===== src/rtl/lottery_pkg.sv =====
// ============================================================================
// Module      : lottery_pkg
// Description : Shared types and sizes for the lottery round controller.
// Revision    : 1.0 - initial release
// ============================================================================
`default_nettype none

package lottery_pkg;
    localparam int MAX_ENTRIES = 32;
    localparam int ID_W        = 5;
    localparam int CNT_W       = 6;

    typedef enum logic [2:0] {
        ST_IDLE   = 3'd0,
        ST_CLEAR  = 3'd1,
        ST_OPEN   = 3'd2,
        ST_DRAW   = 3'd3,
        ST_RESULT = 3'd4
    } state_t;
endpackage

`default_nettype wire


===== src/rtl/lottery_round_ctrl_if.sv =====
// ============================================================================
// Module      : lottery_round_ctrl_if
// Description : Requester, lottery and result signals of the round controller.
// Revision    : 1.0 - initial release
// ============================================================================
`default_nettype none

interface lottery_round_ctrl_if #(
    parameter int NUM_REQ = 4
);
    import lottery_pkg::*;

    localparam int PORT_W = $clog2(NUM_REQ);

    logic                 start;
    logic [NUM_REQ-1:0]   req;
    logic [NUM_REQ-1:0]   req_bit;
    logic [NUM_REQ-1:0]   ack;
    logic                 lot_write;
    logic                 lot_luckybit;
    logic                 lot_stop;
    logic                 lot_clear;
    logic                 lot_full;
    logic [ID_W-1:0]      lot_winner;
    logic                 busy;
    logic                 round_open;
    logic [CNT_W-1:0]     entry_count;
    logic                 result_valid;
    logic [ID_W-1:0]      result_id;
    logic [PORT_W-1:0]    result_port;
    logic                 result_empty;
    logic                 result_ack;

    modport master (
        input  start, req, req_bit, lot_full, lot_winner, result_ack,
        output ack, lot_write, lot_luckybit, lot_stop, lot_clear,
               busy, round_open, entry_count,
               result_valid, result_id, result_port, result_empty
    );

    modport slave (
        output start, req, req_bit, lot_full, lot_winner, result_ack,
        input  ack, lot_write, lot_luckybit, lot_stop, lot_clear,
               busy, round_open, entry_count,
               result_valid, result_id, result_port, result_empty
    );
endinterface

`default_nettype wire


===== src/rtl/rr_arbiter.sv =====
// ============================================================================
// Module      : rr_arbiter
// Description : Round-robin one-hot grant; pointer moves one past the winner.
// Revision    : 1.0 - initial release
// ============================================================================
`default_nettype none

module rr_arbiter #(
    parameter int NUM_REQ = 4
) (
    input  logic                       clk,
    input  logic                       reset,
    input  logic [NUM_REQ-1:0]         req,
    input  logic                       advance,
    output logic [NUM_REQ-1:0]         grant,
    output logic [$clog2(NUM_REQ)-1:0] grant_idx,
    output logic                       grant_any
);
    localparam int IDX_W = $clog2(NUM_REQ);

    logic [IDX_W-1:0] r_ptr;
    logic [IDX_W-1:0] w_idx;
    logic             w_found;
    int               w_cand;

    // Scan starting at the pointer so the most recently served requester is last.
    always_comb begin
        w_found = 1'b0;
        w_idx   = '0;
        w_cand  = 0;
        for (int i = 0; i < NUM_REQ; i++) begin
            w_cand = int'(r_ptr) + i;
            if (w_cand >= NUM_REQ) begin
                w_cand = w_cand - NUM_REQ;
            end
            if (!w_found && req[w_cand]) begin
                w_found = 1'b1;
                w_idx   = IDX_W'(w_cand);
            end
        end
    end

    for (genvar g = 0; g < NUM_REQ; g++) begin : g_grant
        assign grant[g] = w_found && (w_idx == IDX_W'(g));
    end

    assign grant_idx = w_idx;
    assign grant_any = w_found;

    always_ff @(posedge clk or posedge reset) begin
        if (reset) begin
            r_ptr <= '0;
        end else if (advance && w_found) begin
            r_ptr <= (w_idx == IDX_W'(NUM_REQ - 1)) ? '0 : w_idx + 1'b1;
        end
    end
endmodule

`default_nettype wire


===== src/rtl/lottery_round_ctrl.sv =====
// ============================================================================
// Module      : lottery_round_ctrl
// Description : Runs one lottery round: clear, collect entries, draw, report.
//               LOTTERY_OWNER_TRACK_EN adds a per-entry owner table.
// Revision    : 1.0 - initial release
// ============================================================================
`default_nettype none

module lottery_round_ctrl
    import lottery_pkg::*;
#(
    parameter int NUM_REQ       = 4,
    parameter int ROUND_TIMEOUT = 1000,
    parameter int DRAW_WAIT     = 2
) (
    input  logic                 clk,
    input  logic                 reset,
    lottery_round_ctrl_if.master bus
);
    localparam int PORT_W = $clog2(NUM_REQ);
    localparam int TMR_W  = 16;
    localparam int DRW_W  = 4;

    state_t              r_state;
    state_t              w_state_next;
    logic [CNT_W-1:0]    r_entry_count;
    logic [TMR_W-1:0]    r_timer;
    logic [DRW_W-1:0]    r_draw_cnt;
    logic [NUM_REQ-1:0]  r_ack;
    logic                r_lot_write;
    logic                r_lot_luckybit;
    logic                r_lot_stop;
    logic                r_lot_clear;
    logic                r_busy;
    logic                r_round_open;
    logic                r_result_valid;
    logic [ID_W-1:0]     r_result_id;
    logic                r_result_empty;

    logic [NUM_REQ-1:0]  w_grant;
    logic [PORT_W-1:0]   w_grant_idx;
    logic                w_grant_any;
    logic                w_grant_en;
    logic                w_do_grant;
    logic                w_exit;
    logic                w_last_draw;
    logic                w_round_empty;
    logic                w_round_start;
    logic                w_result_load;

    assign w_exit        = bus.lot_full
                         || (r_entry_count == CNT_W'(MAX_ENTRIES))
                         || (r_timer >= TMR_W'(ROUND_TIMEOUT));
    assign w_last_draw   = (r_draw_cnt == DRW_W'(DRAW_WAIT - 1));
    assign w_round_empty = (r_entry_count == '0);
    assign w_round_start = (r_state == ST_IDLE) && (w_state_next == ST_CLEAR);
    assign w_do_grant    = w_grant_en && w_grant_any;

    rr_arbiter #(
        .NUM_REQ   (NUM_REQ)
    ) u_arb (
        .clk       (clk),
        .reset     (reset),
        .req       (bus.req),
        .advance   (w_grant_en),
        .grant     (w_grant),
        .grant_idx (w_grant_idx),
        .grant_any (w_grant_any)
    );

    always_ff @(posedge clk or posedge reset) begin
        if (reset) begin
            r_state <= ST_IDLE;
        end else begin
            r_state <= w_state_next;
        end
    end

    // Grants are only enabled in OPEN cycles where no exit condition holds.
    always_comb begin
        w_state_next  = r_state;
        w_grant_en    = 1'b0;
        w_result_load = 1'b0;
        case (r_state)
            ST_IDLE: begin
                if (bus.start) begin
                    w_state_next = ST_CLEAR;
                end
            end
            ST_CLEAR: begin
                w_state_next = ST_OPEN;
            end
            ST_OPEN: begin
                if (w_exit) begin
                    w_state_next = ST_DRAW;
                end else begin
                    w_grant_en = 1'b1;
                end
            end
            ST_DRAW: begin
                if (w_round_empty || w_last_draw) begin
                    w_state_next  = ST_RESULT;
                    w_result_load = 1'b1;
                end
            end
            ST_RESULT: begin
                if (bus.result_ack) begin
                    w_state_next = ST_IDLE;
                end
            end
            default: begin
                w_state_next = ST_IDLE;
            end
        endcase
    end

    // Every output is derived from the next state so it lines up with that state.
    always_ff @(posedge clk or posedge reset) begin
        if (reset) begin
            r_entry_count  <= '0;
            r_timer        <= '0;
            r_draw_cnt     <= '0;
            r_ack          <= '0;
            r_lot_write    <= 1'b0;
            r_lot_luckybit <= 1'b0;
            r_lot_stop     <= 1'b0;
            r_lot_clear    <= 1'b0;
            r_busy         <= 1'b0;
            r_round_open   <= 1'b0;
            r_result_valid <= 1'b0;
            r_result_id    <= '0;
            r_result_empty <= 1'b0;
        end else begin
            r_ack          <= w_do_grant ? w_grant : '0;
            r_lot_write    <= w_do_grant;
            r_lot_luckybit <= w_do_grant && bus.req_bit[w_grant_idx];
            r_lot_clear    <= (w_state_next == ST_CLEAR);
            r_lot_stop     <= (w_state_next == ST_DRAW) && !w_round_empty;
            r_busy         <= (w_state_next != ST_IDLE);
            r_round_open   <= (w_state_next == ST_OPEN);
            r_result_valid <= (w_state_next == ST_RESULT);
            r_draw_cnt     <= (r_state == ST_DRAW) ? r_draw_cnt + 1'b1 : '0;

            if (r_state == ST_OPEN && !w_exit) begin
                r_timer <= r_timer + 1'b1;
            end
            if (w_do_grant) begin
                r_entry_count <= r_entry_count + 1'b1;
            end
            if (w_result_load) begin
                r_result_id    <= w_round_empty ? '0 : bus.lot_winner;
                r_result_empty <= w_round_empty;
            end
            if (w_round_start) begin
                r_entry_count  <= '0;
                r_timer        <= '0;
                r_result_id    <= '0;
                r_result_empty <= 1'b0;
            end
        end
    end

`ifdef LOTTERY_OWNER_TRACK_EN
    logic [PORT_W-1:0] r_owner [MAX_ENTRIES];
    logic [PORT_W-1:0] r_result_port;

    always_ff @(posedge clk) begin
        if (w_do_grant) begin
            r_owner[r_entry_count[ID_W-1:0]] <= w_grant_idx;
        end
    end

    always_ff @(posedge clk or posedge reset) begin
        if (reset) begin
            r_result_port <= '0;
        end else if (w_round_start) begin
            r_result_port <= '0;
        end else if (w_result_load) begin
            r_result_port <= w_round_empty ? '0 : r_owner[bus.lot_winner];
        end
    end

    assign bus.result_port = r_result_port;
`else
    assign bus.result_port = '0;
`endif

    assign bus.ack          = r_ack;
    assign bus.lot_write    = r_lot_write;
    assign bus.lot_luckybit = r_lot_luckybit;
    assign bus.lot_stop     = r_lot_stop;
    assign bus.lot_clear    = r_lot_clear;
    assign bus.busy         = r_busy;
    assign bus.round_open   = r_round_open;
    assign bus.entry_count  = r_entry_count;
    assign bus.result_valid = r_result_valid;
    assign bus.result_id    = r_result_id;
    assign bus.result_empty = r_result_empty;
endmodule

`default_nettype wire


===== src/flat_wrapper.sv =====
// flat-port wrapper written by rule: the top's interface ports become plain ports
module lottery_round_ctrl_flat import lottery_pkg::*;
#(
    parameter int NUM_REQ       = 4,
    parameter int ROUND_TIMEOUT = 1000,
    parameter int DRAW_WAIT     = 2
)
  (clk, reset, bus_start, bus_req, bus_req_bit, bus_lot_full, bus_lot_winner, bus_result_ack, bus_ack, bus_lot_write, bus_lot_luckybit, bus_lot_stop, bus_lot_clear, bus_busy, bus_round_open, bus_entry_count, bus_result_valid, bus_result_id, bus_result_port, bus_result_empty);
  lottery_round_ctrl_if #(.NUM_REQ(NUM_REQ)) bus_i ();
  input  logic clk;
  input  logic reset;
  input wire logic [$bits(bus_i.start)-1:0] bus_start;
  input wire logic [$bits(bus_i.req)-1:0] bus_req;
  input wire logic [$bits(bus_i.req_bit)-1:0] bus_req_bit;
  input wire logic [$bits(bus_i.lot_full)-1:0] bus_lot_full;
  input wire logic [$bits(bus_i.lot_winner)-1:0] bus_lot_winner;
  input wire logic [$bits(bus_i.result_ack)-1:0] bus_result_ack;
  output wire logic [$bits(bus_i.ack)-1:0] bus_ack;
  output wire logic [$bits(bus_i.lot_write)-1:0] bus_lot_write;
  output wire logic [$bits(bus_i.lot_luckybit)-1:0] bus_lot_luckybit;
  output wire logic [$bits(bus_i.lot_stop)-1:0] bus_lot_stop;
  output wire logic [$bits(bus_i.lot_clear)-1:0] bus_lot_clear;
  output wire logic [$bits(bus_i.busy)-1:0] bus_busy;
  output wire logic [$bits(bus_i.round_open)-1:0] bus_round_open;
  output wire logic [$bits(bus_i.entry_count)-1:0] bus_entry_count;
  output wire logic [$bits(bus_i.result_valid)-1:0] bus_result_valid;
  output wire logic [$bits(bus_i.result_id)-1:0] bus_result_id;
  output wire logic [$bits(bus_i.result_port)-1:0] bus_result_port;
  output wire logic [$bits(bus_i.result_empty)-1:0] bus_result_empty;
  assign bus_i.start = bus_start;
  assign bus_i.req = bus_req;
  assign bus_i.req_bit = bus_req_bit;
  assign bus_i.lot_full = bus_lot_full;
  assign bus_i.lot_winner = bus_lot_winner;
  assign bus_i.result_ack = bus_result_ack;
  assign bus_ack = bus_i.ack;
  assign bus_lot_write = bus_i.lot_write;
  assign bus_lot_luckybit = bus_i.lot_luckybit;
  assign bus_lot_stop = bus_i.lot_stop;
  assign bus_lot_clear = bus_i.lot_clear;
  assign bus_busy = bus_i.busy;
  assign bus_round_open = bus_i.round_open;
  assign bus_entry_count = bus_i.entry_count;
  assign bus_result_valid = bus_i.result_valid;
  assign bus_result_id = bus_i.result_id;
  assign bus_result_port = bus_i.result_port;
  assign bus_result_empty = bus_i.result_empty;
  lottery_round_ctrl #(.NUM_REQ(NUM_REQ), .ROUND_TIMEOUT(ROUND_TIMEOUT), .DRAW_WAIT(DRAW_WAIT)) u_core (.clk(clk), .reset(reset), .bus(bus_i));
endmodule

===== config.mk =====
export PLATFORM = sky130hd
export DESIGN_NAME = lottery_round_ctrl_flat
export DESIGN_NICKNAME = d
export VERILOG_FILES = /design/src/rtl/lottery_pkg.sv /design/src/rtl/lottery_round_ctrl_if.sv /design/src/rtl/rr_arbiter.sv /design/src/rtl/lottery_round_ctrl.sv /design/src/flat_wrapper.sv
export SDC_FILE = /design/constraint.sdc
export NUM_CORES = 1
export LEC_CHECK = 0
export CAP_MARGIN = 20
export CORE_MARGIN = 2
export CORE_UTILIZATION = 50
export CTS_CLUSTER_SIZE = 25
export DETAILED_ROUTE_END_ITERATION = 16
export PLACE_DENSITY = 0.77
export REMOVE_ABC_BUFFERS = 1
export SLEW_MARGIN = 0
export SYNTH_ARGS = -nofsm -noshare
export SYNTH_HDL_FRONTEND = slang
export SYNTH_SLANG_ARGS = --single-unit
export TNS_END_PERCENT = 100

===== constraint.sdc =====
create_clock -name clk -period 3.1 [get_ports clk]
set_clock_uncertainty 0.2 [all_clocks]
set_input_delay 0.775 -clock clk [delete_from_list [all_inputs] [get_ports clk]]
set_output_delay 0.775 -clock clk [all_outputs]
set_load 0.01 [all_outputs]

# ---- Yosys cells after proc, flatten, opt, wreduce, memory -nomap -nowiden
# Index checks and enable logic that the tools add are counted.
dict set report word_totals {
  register_bits 48
  in_bits 18
  word_cells 123
}
dict set report op_classes {
  add_sub_neg 11
  n_lt_le_gt_ge 10
  n_eq_ne 13
  mux 47
  n_reduce_logical 27
}
# cell count
set ops {}
lappend ops {{$lt 32x4->1 const B} 4}
lappend ops {{$mux 32} 4}
lappend ops {{$mux 16} 2}
lappend ops {{$mux 1} 19}
lappend ops {{$add 16x1->16 const B} 1}
lappend ops {{$ge 16x10->1 const B} 1}
lappend ops {{$mux 5} 3}
lappend ops {{$pmux 3 s5} 1}
lappend ops {{$eq 3x2->1 const B} 4}
lappend ops {{$logic_and 1x1->1} 12}
lappend ops {{$mux 3} 4}
lappend ops {{$mux 6} 2}
lappend ops {{$sub 3x3->4 const B} 3}
lappend ops {{$bmux 1 s2} 5}
lappend ops {{$mux 2} 5}
lappend ops {{$ge 3x3->1 const B} 3}
lappend ops {{$mux 4} 2}
lappend ops {{$add 2x2->3 const B} 2}
lappend ops {{$add 6x1->6 const B} 1}
lappend ops {{$eq 3x1->1 const B} 2}
lappend ops {{$eq 3x3->1 const B} 2}
lappend ops {{$eq 6x6->1 const B} 1}
lappend ops {{$logic_not 6->1} 1}
lappend ops {{$reduce_bool 2->1} 3}
lappend ops {{14 further kinds} 21}

# ---- Longest topological paths before layout
dict set report logic_depth {
  ltp_word 18
  mapped_depth 8
  depth_no_buf 7
}

# ---- By module
# A second synthesis with hierarchy kept.
dict set report unflattened {
  cells_unflattened 248
  hier_area_um2 2521.2
}
# mod n_inst cells_each area_each_um2
set modules_own_cells {}
lappend modules_own_cells {lottery_round_ctrl 1 217 2228.4}
lappend modules_own_cells {rr_arbiter 1 31 292.8}

# ---- Least setup slack after synthesis
# OpenSTA, ideal clock, no wires.
dict set report synth_timing {
  path_type {input to register}
  from {in bus_req[0]}
  to {reg u_core.r_lot_luckybit (netlist: u_core.bus.lot_luckybit)}
  setup_time_ns 0.119
  arrival_time_ns 1.879
  path_slack_ns 0.902
  path_stages 5
  path_buffers 0
  cell_sequence {a21oi_1 o21ai_1 o2bb2a_1 mux4_2 and2_1}
}
dict set report synth_between {
  elab_chain_cells 16
  elab_cells_between_ends 30
  cone_classes {mux: 22; reduce/logical: 8}
}
# element line_no
set synth_lines {}
lappend synth_lines {{start: declaration} flat_wrapper.sv:13} ;# input wire logic [$bits(bus_i.req)-1:0] bus_req;
lappend synth_lines {{$bmux 1 s2} rr_arbiter.sv:36} ;# if (!w_found && req[w_cand]) begin
lappend synth_lines {{$mux 1 (not written as such) (2 in series)} rr_arbiter.sv:36}
lappend synth_lines {{$mux 1} rr_arbiter.sv:36}
lappend synth_lines {{$logic_not 1->1} rr_arbiter.sv:36}
lappend synth_lines {{$logic_and 1x1->1} rr_arbiter.sv:36}
lappend synth_lines {{$mux 1} rr_arbiter.sv:36}
lappend synth_lines {{$logic_not 1->1} rr_arbiter.sv:36}
lappend synth_lines {{$logic_and 1x1->1} rr_arbiter.sv:36}
lappend synth_lines {{$mux 1} rr_arbiter.sv:36}
lappend synth_lines {{$logic_not 1->1} rr_arbiter.sv:36}
lappend synth_lines {{$logic_and 1x1->1} rr_arbiter.sv:36}
lappend synth_lines {{$mux 2} rr_arbiter.sv:36}
lappend synth_lines {{$bmux 1 s2} lottery_round_ctrl.sv:136} ;# r_lot_luckybit <= w_do_grant && bus.req_bit[w_grant_idx];
lappend synth_lines {{$mux 1 (not written as such)} lottery_round_ctrl.sv:136}
lappend synth_lines {{$logic_and 1x1->1 (*)} lottery_round_ctrl.sv:136}
lappend synth_lines {{end signal: assignment} lottery_round_ctrl.sv:136}
lappend synth_lines {{end: declaration} lottery_round_ctrl.sv:31} ;# logic r_lot_luckybit;
# Mark *: on every way between the ends. The rest lies on a longest branch, timed or not. The select of a mux whose other input is x is not followed.
# A chain may end at the register's enable or synchronous reset.

# ---- Worst setup path in the final report
# Same ends and word-level chain as after synthesis.

==> key figures <==
Critical path
  – WP data required: 3.09 ns
  – CP startpoint kind: input pin
  – Crit-path max FO: 5
  – CP Class: input pin to register
  – Worst path slowest cell: mux4_2
  – CP endpoint kind: register
  – Critical Path AT: 2.52 ns
  – Max stage delay on crit path: 0.51 ns
  – CP cell instances: clkdlybuf4s50_1 -> a21oi_1 -> o21ai_1 -> o2bb2a_1 -> mux4_2 -> and2_1

Global route
  – Global route overflow: 0
  – Vias in the first global route: 1658
  – Total track usage: 18.5%
  – First-pass GRT wire length: 7400 um
  – Largest net degree at the start of global routing: 28
  – Initial antenna violation count: 0

Floorplan
  – Die X: 71.9 um
  – Number of top-level pins: 43
  – Core footprint: 4380 sq um
  – Die Ht: 71.9 um
  – Rows: 24
  – Die ar.: 5170 sq um
  – Initial Utilization: 52.5%

Synthesis
  – Most used DFF post-synth: dfrtp_1
  – Count leader, synth: dfrtp_1
  – Synthesized flop and latch total: 48
  – Synth Warn #: 0
  – Synth top cells by count: dfrtp_1, nor2_1, nand2_1
  – Netlist cell types: 44
  – Synth top area share: 52.1%
  – Synth Cell Area: 2300 sq um
  – Seq/Total Area, Yosys: 52.1%
  – Fraction of registers with async set or reset after synthesis: 100%
  – Top cells by area, synth: dfrtp_1, ha_1, xnor2_1
  – Synth Instances: 220
  – EDFF count, synth: 0
  – Syn_area_per_cell: 10.5 sq um
  – Synth area leader: dfrtp_1

Final layout
  – Layout cells sized above 1: 9.47%
  – Area delta synth->final: 24.0%
  – Register Area: 1200 sq um
  – Multi-input logic area: 1000 sq um
  – Fillers: 333
  – Diodes inserted: 0
  – # nets final: 291

CTS
  – PostCTS Resize Cnt: 0
  – Clock slew at the register clock pins of the worst setup and hold paths: 0.08 ns
  – CTS Sinks: 48
  – Clock buffer depth: 2
  – Hold_buf cts: 0
  – CTS H-tree depth: 2
  – Worst skew pair latency: 0.30 ns
  – CTS root buf: clkbuf_8
  – CTS tree: yes
  – TritonCTS buffer count: 5
  – # Post-CTS Setup Buffers: 0

Placement
  – RePlAce Congestion: 0.743
  – Dpl hpwl: 3090 um
  – # port buffers: 40

Timing
  – Worst hold margin: 0.293 ns
  – Fmax: 0.395 GHz
  – Final hold vios: 0
  – Max-slew violations: 0
  – RSZ-0062 raised after global routing: no
  – Tightest Pin Transition: 0.716 ns
  – Period minus WS final: 2.53 ns
  – Tcrit/Tclk final: 81.8%
  – Worst slew margin: 52.2%
  – Final setup fails: 0
  – Final setup TNS: 0 ns

Run status
  – Status: complete, no violations

Drt
  – Residual DRC count: 0
  – Remaining antenna violation count after routing: 0
  – DR vias: 1669
  – Vias per inst: 5.28
  – DRT Pass-1 Iters: 4
  – WL final: 4270 um
  – First-iteration detailed-routing DRC count: 153
  – WL per Instance: 13.5 um

Power and ir drop
  – LEAKAGE: 1.30 nW
  – Tot Pwr: 2.15 mW
  – Cell Pwr Density: 753 nW/um^2
  – Worst VDD drop: 0.394 mV

Hold path
  – HP Class: register to register

Job
  – Max_cap viols: 0
[worst paths after layout]
| check | start | to | cells past startpoint | slack [ns] |
|---|---|---|---|---|
| setup reg to reg | u_core.bus.entry_count[0]$_DFFE_PP0P_ | u_core.bus.result_id[3]$_DFFE_PP0P_ | 6 | 0.61 |
| setup / recovery | bus_req[0] | u_core.bus.lot_luckybit$_DFF_PP0_ | 6 | 0.57 |
| min in group asynchronous | reset | u_core.bus.result_id[3]$_DFFE_PP0P_ | 2 | 0.60 |
| hold / removal | u_core.r_timer[10]$_DFFE_PP0P_ | u_core.r_timer[10]$_DFFE_PP0P_ | 1 | 0.29 |
| max in group asynchronous | reset | u_core.bus.entry_count[2]$_DFFE_PP0P_ | 3 | 1.59 |
| hold reg to reg | u_core.r_timer[10]$_DFFE_PP0P_ | u_core.r_timer[10]$_DFFE_PP0P_ | 1 | 0.29 |
[metal layers]
metal | GRT usage [%] | vias up | share of wire (%)
met1 | 23.8 | 798 | 46
met3 | 4.64 | 2 | 4.0
met5 | 0 | - | 0
met2 | 30.1 | 40 | 49
met4 | 7.34 | 0 | 0.80
li1 | - | 829 | -
[area by class of cell]
class	count	share of cell area, %
Clock buffer	6	2.89
Clock inverter	2	0.351
Inverter	12	1.58
Multi-Input combinational cell	151	35.1
Sequential cell	48	42.1
Tap cell	52	2.28
Timing Repair Buffer	45	15.8
[power by group]
group	internal, mW	switching, mW
clock	0.178	0.198
combinational	0.413	0.432
sequential	0.779	0.150
[registers in the layout (all words and copies together) (netlist names)]
| signal | cells |
|---|---|
| u_core.bus.result_valid | 1 |
| u_core.bus.lot_write | 1 |
| u_core.u_arb.r_ptr | 2 |
| u_core.r_timer | 16 |
| u_core.bus.lot_luckybit | 1 |
| u_core.bus.round_open | 1 |
| u_core.bus.ack | 4 |
| u_core.bus.result_id | 5 |
| u_core.r_state | 3 |
| u_core.bus.entry_count | 6 |
| u_core.bus.result_empty | 1 |
| u_core.r_draw_cnt | 4 |
| u_core.bus.lot_clear | 1 |
| u_core.bus.lot_stop | 1 |
| u_core.bus.busy | 1 |
[through the flow]
stage                     cell area [sq um]  util (%)  std cells  worst slack [ns]
after CTS                              2860      65.1        316             0.580
after floorplan                        2250         -        211             0.667
after global routing                   2860      65.1        316             0.368
final                                  2860      65.1        316             0.566
after detailed placement               2760      63.0        308             0.262
after global placement                 2760      63.0        308             0.302
[critical path, delay by kind of cell]
kind                   cells  cell delay, ns
AO/OA/AOI/OAI              3            0.57
AND/OR/NAND/NOR            1            0.16
buffers and inverters      1            0.50
multiplexers               1            0.51
[logic make-up after synthesis]
group,count (synthesis),synth area share (%)
muxes,7,3.64
other,1,0.163
buffers and inverters,22,4.56
adders and majority gates,10,5.43
DFF,48,52.1
AOI/OAI and AO/OA,27,8.42
xor gates and xnor gates,13,4.94
and+or+nand+nor,92,20.7
[cell usage in the layout, fill, tap and decap left out, drive strengths merged, types with 2 or more instances in the layout]
cell           netlist  routed
buf                  8       5
mux2i                5       5
clkbuf               2       6
nor2                21      21
clkinv               0       2
nor3                12      12
a32o                 2       2
and3                 2       2
dfrtp               48      48
ha                  10      10
inv                 12      12
o21ai               10      10
conb                 1       2
nand2               16      16
a21oi                5       5
nor3b                2       2
nand2b               5       5
clkdlybuf4s50        0      40
nand3               15      15
nor4                 4       4
and2                12      12
xnor2               12      12
No activity file was read; power rests on OpenSTA's default activity.
